===== config.mk =====
export PLATFORM = sky130hd
export DESIGN_NAME = vga_fb_arbiter
export DESIGN_NICKNAME = d
export VERILOG_FILES = /design/src/rtl/vga_pkg.sv /design/src/rtl/vga_pix_fifo.sv /design/src/rtl/vga_fb_arbiter.sv
export SDC_FILE = /design/constraint.sdc
export NUM_CORES = 1
export LEC_CHECK = 0
export ABC_AREA = 1
export CAP_MARGIN = 20
export CORE_ASPECT_RATIO = 2
export CORE_MARGIN = 8
export CORE_UTILIZATION = 25
export CTS_BUF_LIST = sky130_fd_sc_hd__clkbuf_2 sky130_fd_sc_hd__clkbuf_4 sky130_fd_sc_hd__clkbuf_8
export DETAILED_ROUTE_END_ITERATION = 8
export GPL_TIMING_DRIVEN = 0
export PLACE_DENSITY = 0.49
export SLEW_MARGIN = 40
export SYNTH_ARGS = -nofsm -noshare
export SYNTH_HDL_FRONTEND = slang
export SYNTH_HIERARCHICAL = 1
export SYNTH_SLANG_ARGS = --single-unit

===== constraint.sdc =====
create_clock -name clk -period 5 [get_ports clk]
set_input_delay 1 -clock clk [delete_from_list [all_inputs] [get_ports clk]]
set_output_delay 1 -clock clk [all_outputs]
set_load 0.05 [all_outputs]

===== src/rtl/vga_pkg.sv =====
// vga_pkg: VGA timing constants, pixel/word geometry and the RAM grant encoding
// shared by the frame-buffer arbiter and its prefetch FIFO.
package vga_pkg;
  localparam int H_ACTIVE = 640;
  localparam int V_ACTIVE = 480;
  localparam int H_TOTAL = 800;
  localparam int V_TOTAL = 525;
  localparam int H_SYNC_START = 656;
  localparam int H_SYNC_END = 752;
  localparam int V_SYNC_START = 490;
  localparam int V_SYNC_END = 492;
  localparam int PIX_W = 3;
  localparam int WORD_PIX = 4;
  localparam int WORD_W = PIX_W * WORD_PIX;
  localparam int FB_WORDS = H_ACTIVE * V_ACTIVE / WORD_PIX;
  typedef enum logic [1:0] {GNT_IDLE, GNT_DISP, GNT_HOST} gnt_e;
endpackage


===== src/rtl/vga_pix_fifo.sv =====
// vga_pix_fifo: synchronous show-ahead word FIFO with flush and level output;
// pops on an empty FIFO are ignored.
module vga_pix_fifo #(
  parameter int DEPTH = 4,
  parameter int W = 12
) (
  input  logic                     clk,
  input  logic                     reset_n,
  input  logic                     flush_i,
  input  logic                     push_i,
  input  logic [W-1:0]             data_i,
  input  logic                     pop_i,
  output logic [W-1:0]             head_o,
  output logic [$clog2(DEPTH):0]   level_o,
  output logic                     empty_o
);
  localparam int AW = $clog2(DEPTH);
  logic [W-1:0] mem_q [DEPTH];
  logic [AW-1:0] wr_q, rd_q;
  logic [AW:0] cnt_q;
  logic do_pop;
  assign do_pop = pop_i && cnt_q != '0;
  assign head_o = mem_q[rd_q];
  assign level_o = cnt_q;
  assign empty_o = cnt_q == '0;
  always_ff @(posedge clk or negedge reset_n)
    if (!reset_n) begin
      wr_q <= '0;
      rd_q <= '0;
      cnt_q <= '0;
    end else if (flush_i) begin
      wr_q <= '0;
      rd_q <= '0;
      cnt_q <= '0;
    end else begin
      wr_q <= wr_q + AW'(push_i);
      rd_q <= rd_q + AW'(do_pop);
      cnt_q <= cnt_q + (AW+1)'(push_i) - (AW+1)'(do_pop);
    end
  always_ff @(posedge clk)
    if (push_i && !flush_i) mem_q[wr_q] <= data_i;
  // The arbiter's inflight accounting must never let a fetch land on a full FIFO.
  assert property (@(posedge clk) disable iff (!reset_n) !(push_i && cnt_q == (AW+1)'(DEPTH)));
endmodule


===== src/rtl/vga_fb_arbiter.sv =====
// vga_fb_arbiter: shares one single-port frame-buffer RAM between prefetched VGA scanout
// and a host req/ack port. Define VGA_ARB_STATS_EN to add the saturating underflow_count output.
module vga_fb_arbiter
  import vga_pkg::*;
#(
  parameter int ADDR_W = 17,
  parameter int FIFO_DEPTH = 4,
  parameter int LOW_WM = 2
) (
  input  logic              clk,
  input  logic              reset_n,
  input  logic [9:0]        pixel_x,
  input  logic [9:0]        pixel_y,
  output logic [ADDR_W-1:0] mem_addr,
  output logic              mem_we,
  output logic [11:0]       mem_wdata,
  input  logic [11:0]       mem_rdata,
  input  logic              host_req,
  input  logic              host_we,
  input  logic [ADDR_W-1:0] host_addr,
  input  logic [11:0]       host_wdata,
  output logic              host_ack,
  output logic [11:0]       host_rdata,
  output logic [2:0]        pix_rgb,
  output logic              underflow
`ifdef VGA_ARB_STATS_EN
  ,
  output logic [15:0]       underflow_count
`endif
);
  localparam int LW = $clog2(FIFO_DEPTH) + 1;
  gnt_e gnt_d, gnt_q;
  logic [ADDR_W-1:0] fetch_q;
  logic pf_en_q, underflow_q;
  logic [PIX_W-1:0] pix_q;
  logic [WORD_W-1:0] rdata_q, head;
  logic [LW-1:0] level;
  logic [LW:0] occ;
  logic [3:0] sel;
  logic empty, restart, video_on, host_elig, disp_ok, starve, pop, push;
  assign restart = pixel_y == 10'(V_TOTAL - 1) && pixel_x == 10'd0;
  assign video_on = pixel_x < 10'(H_ACTIVE) && pixel_y < 10'(V_ACTIVE);
  assign occ = {1'b0, level} + (LW+1)'(gnt_q == GNT_DISP);
  assign host_elig = reset_n && host_req && !host_ack;
  // No fetch in the restart cycle: the fetch address is being cleared underneath it.
  assign disp_ok = pf_en_q && !restart && fetch_q < ADDR_W'(FB_WORDS) && occ < (LW+1)'(FIFO_DEPTH);
  assign starve = video_on && empty;
  assign pop = video_on && pixel_x[1:0] == 2'd3;
  assign push = gnt_q == GNT_DISP && !restart;
  assign sel = 4'(pixel_x[1:0]) * 4'd3;
  assign pix_rgb = pix_q;
  assign underflow = underflow_q;
  always_ff @(posedge clk or negedge reset_n)
    if (!reset_n) gnt_q <= GNT_IDLE;
    else gnt_q <= gnt_d;
  always_comb
    gnt_d = disp_ok && (occ < (LW+1)'(LOW_WM) || !host_elig) ? GNT_DISP :
            host_elig ? GNT_HOST : GNT_IDLE;
  always_comb begin
    mem_addr = gnt_d == GNT_HOST ? host_addr : fetch_q;
    mem_we = gnt_d == GNT_HOST && host_we;
    mem_wdata = host_wdata;
    host_ack = gnt_q == GNT_HOST;
    host_rdata = host_ack && !host_we ? mem_rdata : rdata_q;
  end
  always_ff @(posedge clk or negedge reset_n)
    if (!reset_n) begin
      pf_en_q <= 1'b0;
      fetch_q <= '0;
      rdata_q <= '0;
      pix_q <= '0;
      underflow_q <= 1'b0;
    end else begin
      pf_en_q <= pf_en_q | restart;
      fetch_q <= restart ? '0 : fetch_q + ADDR_W'(gnt_d == GNT_DISP);
      rdata_q <= host_rdata;
      pix_q <= video_on && !empty ? head[sel +: PIX_W] : '0;
      underflow_q <= underflow_q | starve;
    end
  vga_pix_fifo #(.DEPTH(FIFO_DEPTH), .W(WORD_W)) u_fifo (
    .clk(clk),
    .reset_n(reset_n),
    .flush_i(restart),
    .push_i(push),
    .data_i(mem_rdata),
    .pop_i(pop),
    .head_o(head),
    .level_o(level),
    .empty_o(empty)
  );
`ifdef VGA_ARB_STATS_EN
  logic [15:0] ucnt_q;
  always_ff @(posedge clk or negedge reset_n)
    if (!reset_n) ucnt_q <= '0;
    else if (starve && ucnt_q != 16'hFFFF) ucnt_q <= ucnt_q + 16'd1;
  assign underflow_count = ucnt_q;
`endif
endmodule

==> impl_metrics.toml <==
[placed_design]
place.gp.congestion = 0.794
dpl.hpwl_mm = 9.86
dp_slack_ns = 0.494
dp_cells = 801
port_buffers = 98
place_area_um2 = 6000

[worst_setup_path]
worst_path_largest_cell_delay_ns = 0.80
arrival_ns = 3.47
endpoint_kind = "primary output"
critical_path.max_fanout = 10
path_class = "primary input to primary output"
slowest_stage = "clkdlybuf4s50_1"
crit_chain = "clkdlybuf4s50_1 -> nor2_4 -> nand2_2 -> nor2_4 -> nand3_4 -> nand3_2 -> buf_6 -> buf_12 -> nand3_2 -> nand2_1 -> clkdlybuf4s50_1"
required_ns = 4.00
startpoint_type = "primary input"

[cts]
clk_latency_ns = 0.37
cts_sinks = 91
cts_tree = "done"
cts.hold.buffers_added = 0
cts_max_level = 3
cts_resized = 0
cts_made_buffers = 9
clockRootBuffer = "clkbuf_8"
post_cts_buffers = 0
clk_pin_slew_worst_paths_ns = 0.09
clk_path_buf_depth = 2

[synth]
ys_warn_count = 6
yosys_register_bits = 91
syn_nets = 551
synth_area_um2 = 4660
yosysUniqueCellTypes = 36
yosysSeqAreaShare = 0.540
syn_area_per_cell_um2 = 9.75
syn_inst = 478

[layout]
final_common_cell = "clkdlybuf4s50_1"
drive_gt1_frac = 0.181
area_growth_pct = 33.0
fillCellCount = 1861
layout.nets = 669
final_cell_mix = "97 x clkdlybuf4s50_1, 96 x nand2_1, 70 x inv_1, 48 x edfxtp_1, 47 x nor2_1"
design_area_um2 = 6200
final_cells = 817
antennaDiodeCount = 0

[routing]
wl_per_cell_um = 14.9
viasPerCell = 4.28
drcViolationCount = 0
ant_nets = 0
drt-initial-drc-count = 100
wirelength_mm = 12.2
drt_first_pass_iters = 6
num_vias = 3496

[grt]
grt_max_degree = 33
grt_overflow_total = 0
grt_pass1_wl_mm = 19.4
grt_pass1_vias = 3738
grt_usage = 0.106
antenna_found_initial = 0

[die]
die_area_um2 = 23500
die_h_um = 209
rows = 70
ios = 112
core_um2 = 18300
fp.dieW_um = 113
initial_core_util = 0.255

[timing]
slew_viol_final = 0
worst_pin_slew_ns = 0.534
setup_slack_ns = 0.530
min_period_ns = 4.47
hold_viol = 0
post-route-period-util = 0.894
skew_ns = 0.0129
slew_headroom = 0.643
timing.fmax_mhz = 224
rsz0062_at_grt = "no"
setup_viol = 0

[pwr]
ir_drop_uv = 167
p_int_mw = 1.39
combinationalPowerShare = 0.370
power_density_nw_per_um2 = 351
leakage_nw = 2.78
total_power_mw = 2.18
p_clk_frac = 0.230
seqPwrFrac = 0.400
p_sw_mw = 0.783
p_sw_frac = 0.360

[hold_path]
worst_hold_path_type = "primary input to async pin"

[flow_run]
maxCapViolCount = 0

[run_status]
status = "complete, no violations"
==> kinds of logic (layout without fill, tap and decap cells) <==
| group | Yosys count | count (layout) | synth area share |
|---|---|---|---|
| AOI/OAI and AO/OA | 65 | 65 | 0.0902 |
| xor gates and xnor gates | 5 | 5 | 0.00940 |
| adders and majority gates | 8 | 8 | 0.0231 |
| buffers and inverters | 101 | 224 | 0.112 |
| DFF | 91 | 91 | 0.540 |
| muxes | 12 | 12 | 0.0290 |
| and+or+nand+nor | 196 | 196 | 0.196 |
==> area by class of cell <==
class	count	area, µm²	share of cell area
repair buffers	107	1050	0.170
clock inverters	6	65.1	0.0105
inverters	74	278	0.0448
plain buffers	27	245	0.0396
clock buffers	10	131	0.0212
multi-input cells	286	1640	0.265
well taps	216	270	0.0436
flip-flops and latches	91	2520	0.406
==> metal layers <==
| layer | up-vias | wire, µm | track usage |
|---|---|---|---|
| met4 | 0 | 159 | 0.0380 |
| met1 | 1634 | 4380 | 0.0997 |
| met3 | 10 | 577 | 0.0277 |
| li1 | 1770 | - | - |
| met5 | - | 0 | 0 |
| met2 | 82 | 7060 | 0.211 |
==> synth_stat cells, drive strengths merged <==
cell    instances  area [µm²]
nand2         104         415
inv            74         278
nor2           53         224
edfxtp         48        1440
dfrtp          43        1080
o21ai          26         130
buf            25         238
nand3          25         183
a21oi          24         120
mux2           12         135
o211ai         12         150
nor3            8        51.3
ha              7        87.6
xnor2           3        26.3
a31oi           2        12.5
clkbuf          2        7.51
nand4           2        12.5
or2             2        12.5
xor2            2        17.5
fa              1        20.0
nand3b          1        7.51
nor3b           1        7.51
o21bai          1        7.51
==> power groups by stage <==
| stage | Sequential, mW | Clock (mW) | Combinational, mW |
|---|---|---|---|
| after floorplan | 0.911 | 0 | 0.526 |
| after global placement | 0.885 | 0 | 0.810 |
| after detailed placement | 0.888 | 0 | 0.822 |
| after CTS | 0.872 | 0.520 | 0.825 |
| after global routing | 0.878 | 0.552 | 0.887 |
| final | 0.870 | 0.501 | 0.807 |
==> flip-flops by register name, indices dropped and copies added (netlist names) <==
register / flops
u_fifo/wr_q: 2
fetch_q: 17
u_fifo/rd_q: 2
pix_rgb: 3
rdata_q: 12
u_fifo/level_o: 3
pf_en_q: 1
underflow: 1
gnt_q: 2
u_fifo/mem_q: 48
==> stage by stage <==
step	hold slack, ns	utilization	TNS, ns
global route	0.452	0.339	0
CTS	0.442	0.339	0
finish	0.459	0.339	0
detailed placement	0.475	0.328	0
floorplan	0.440	-	0
global placement	0.456	0.323	-20.79
==> critical path: cells and delay by family <==
family,cells,cell delay [ns]
and+or+nand+nor,7,0.82
buffers and inverters,4,1.63
==> final timing paths <==
kind | start | to | slack, ns | depth (start not counted)
worst max-delay path | pixel_x[1] | mem_addr[8] | 0.53 | 11
worst min-delay path | reset_n | fetch_q[12] | 0.46 | 1
worst max register to register | gnt_q[1] | fetch_q[16] | 1.82 | 20
worst min register to register | underflow | underflow | 0.49 | 1
max in group asynchronous | reset_n | rdata_q[7] | 4.09 | 2
min in group clk | underflow | underflow | 0.49 | 1
Note: power is estimated with default switching activity, not from simulation.
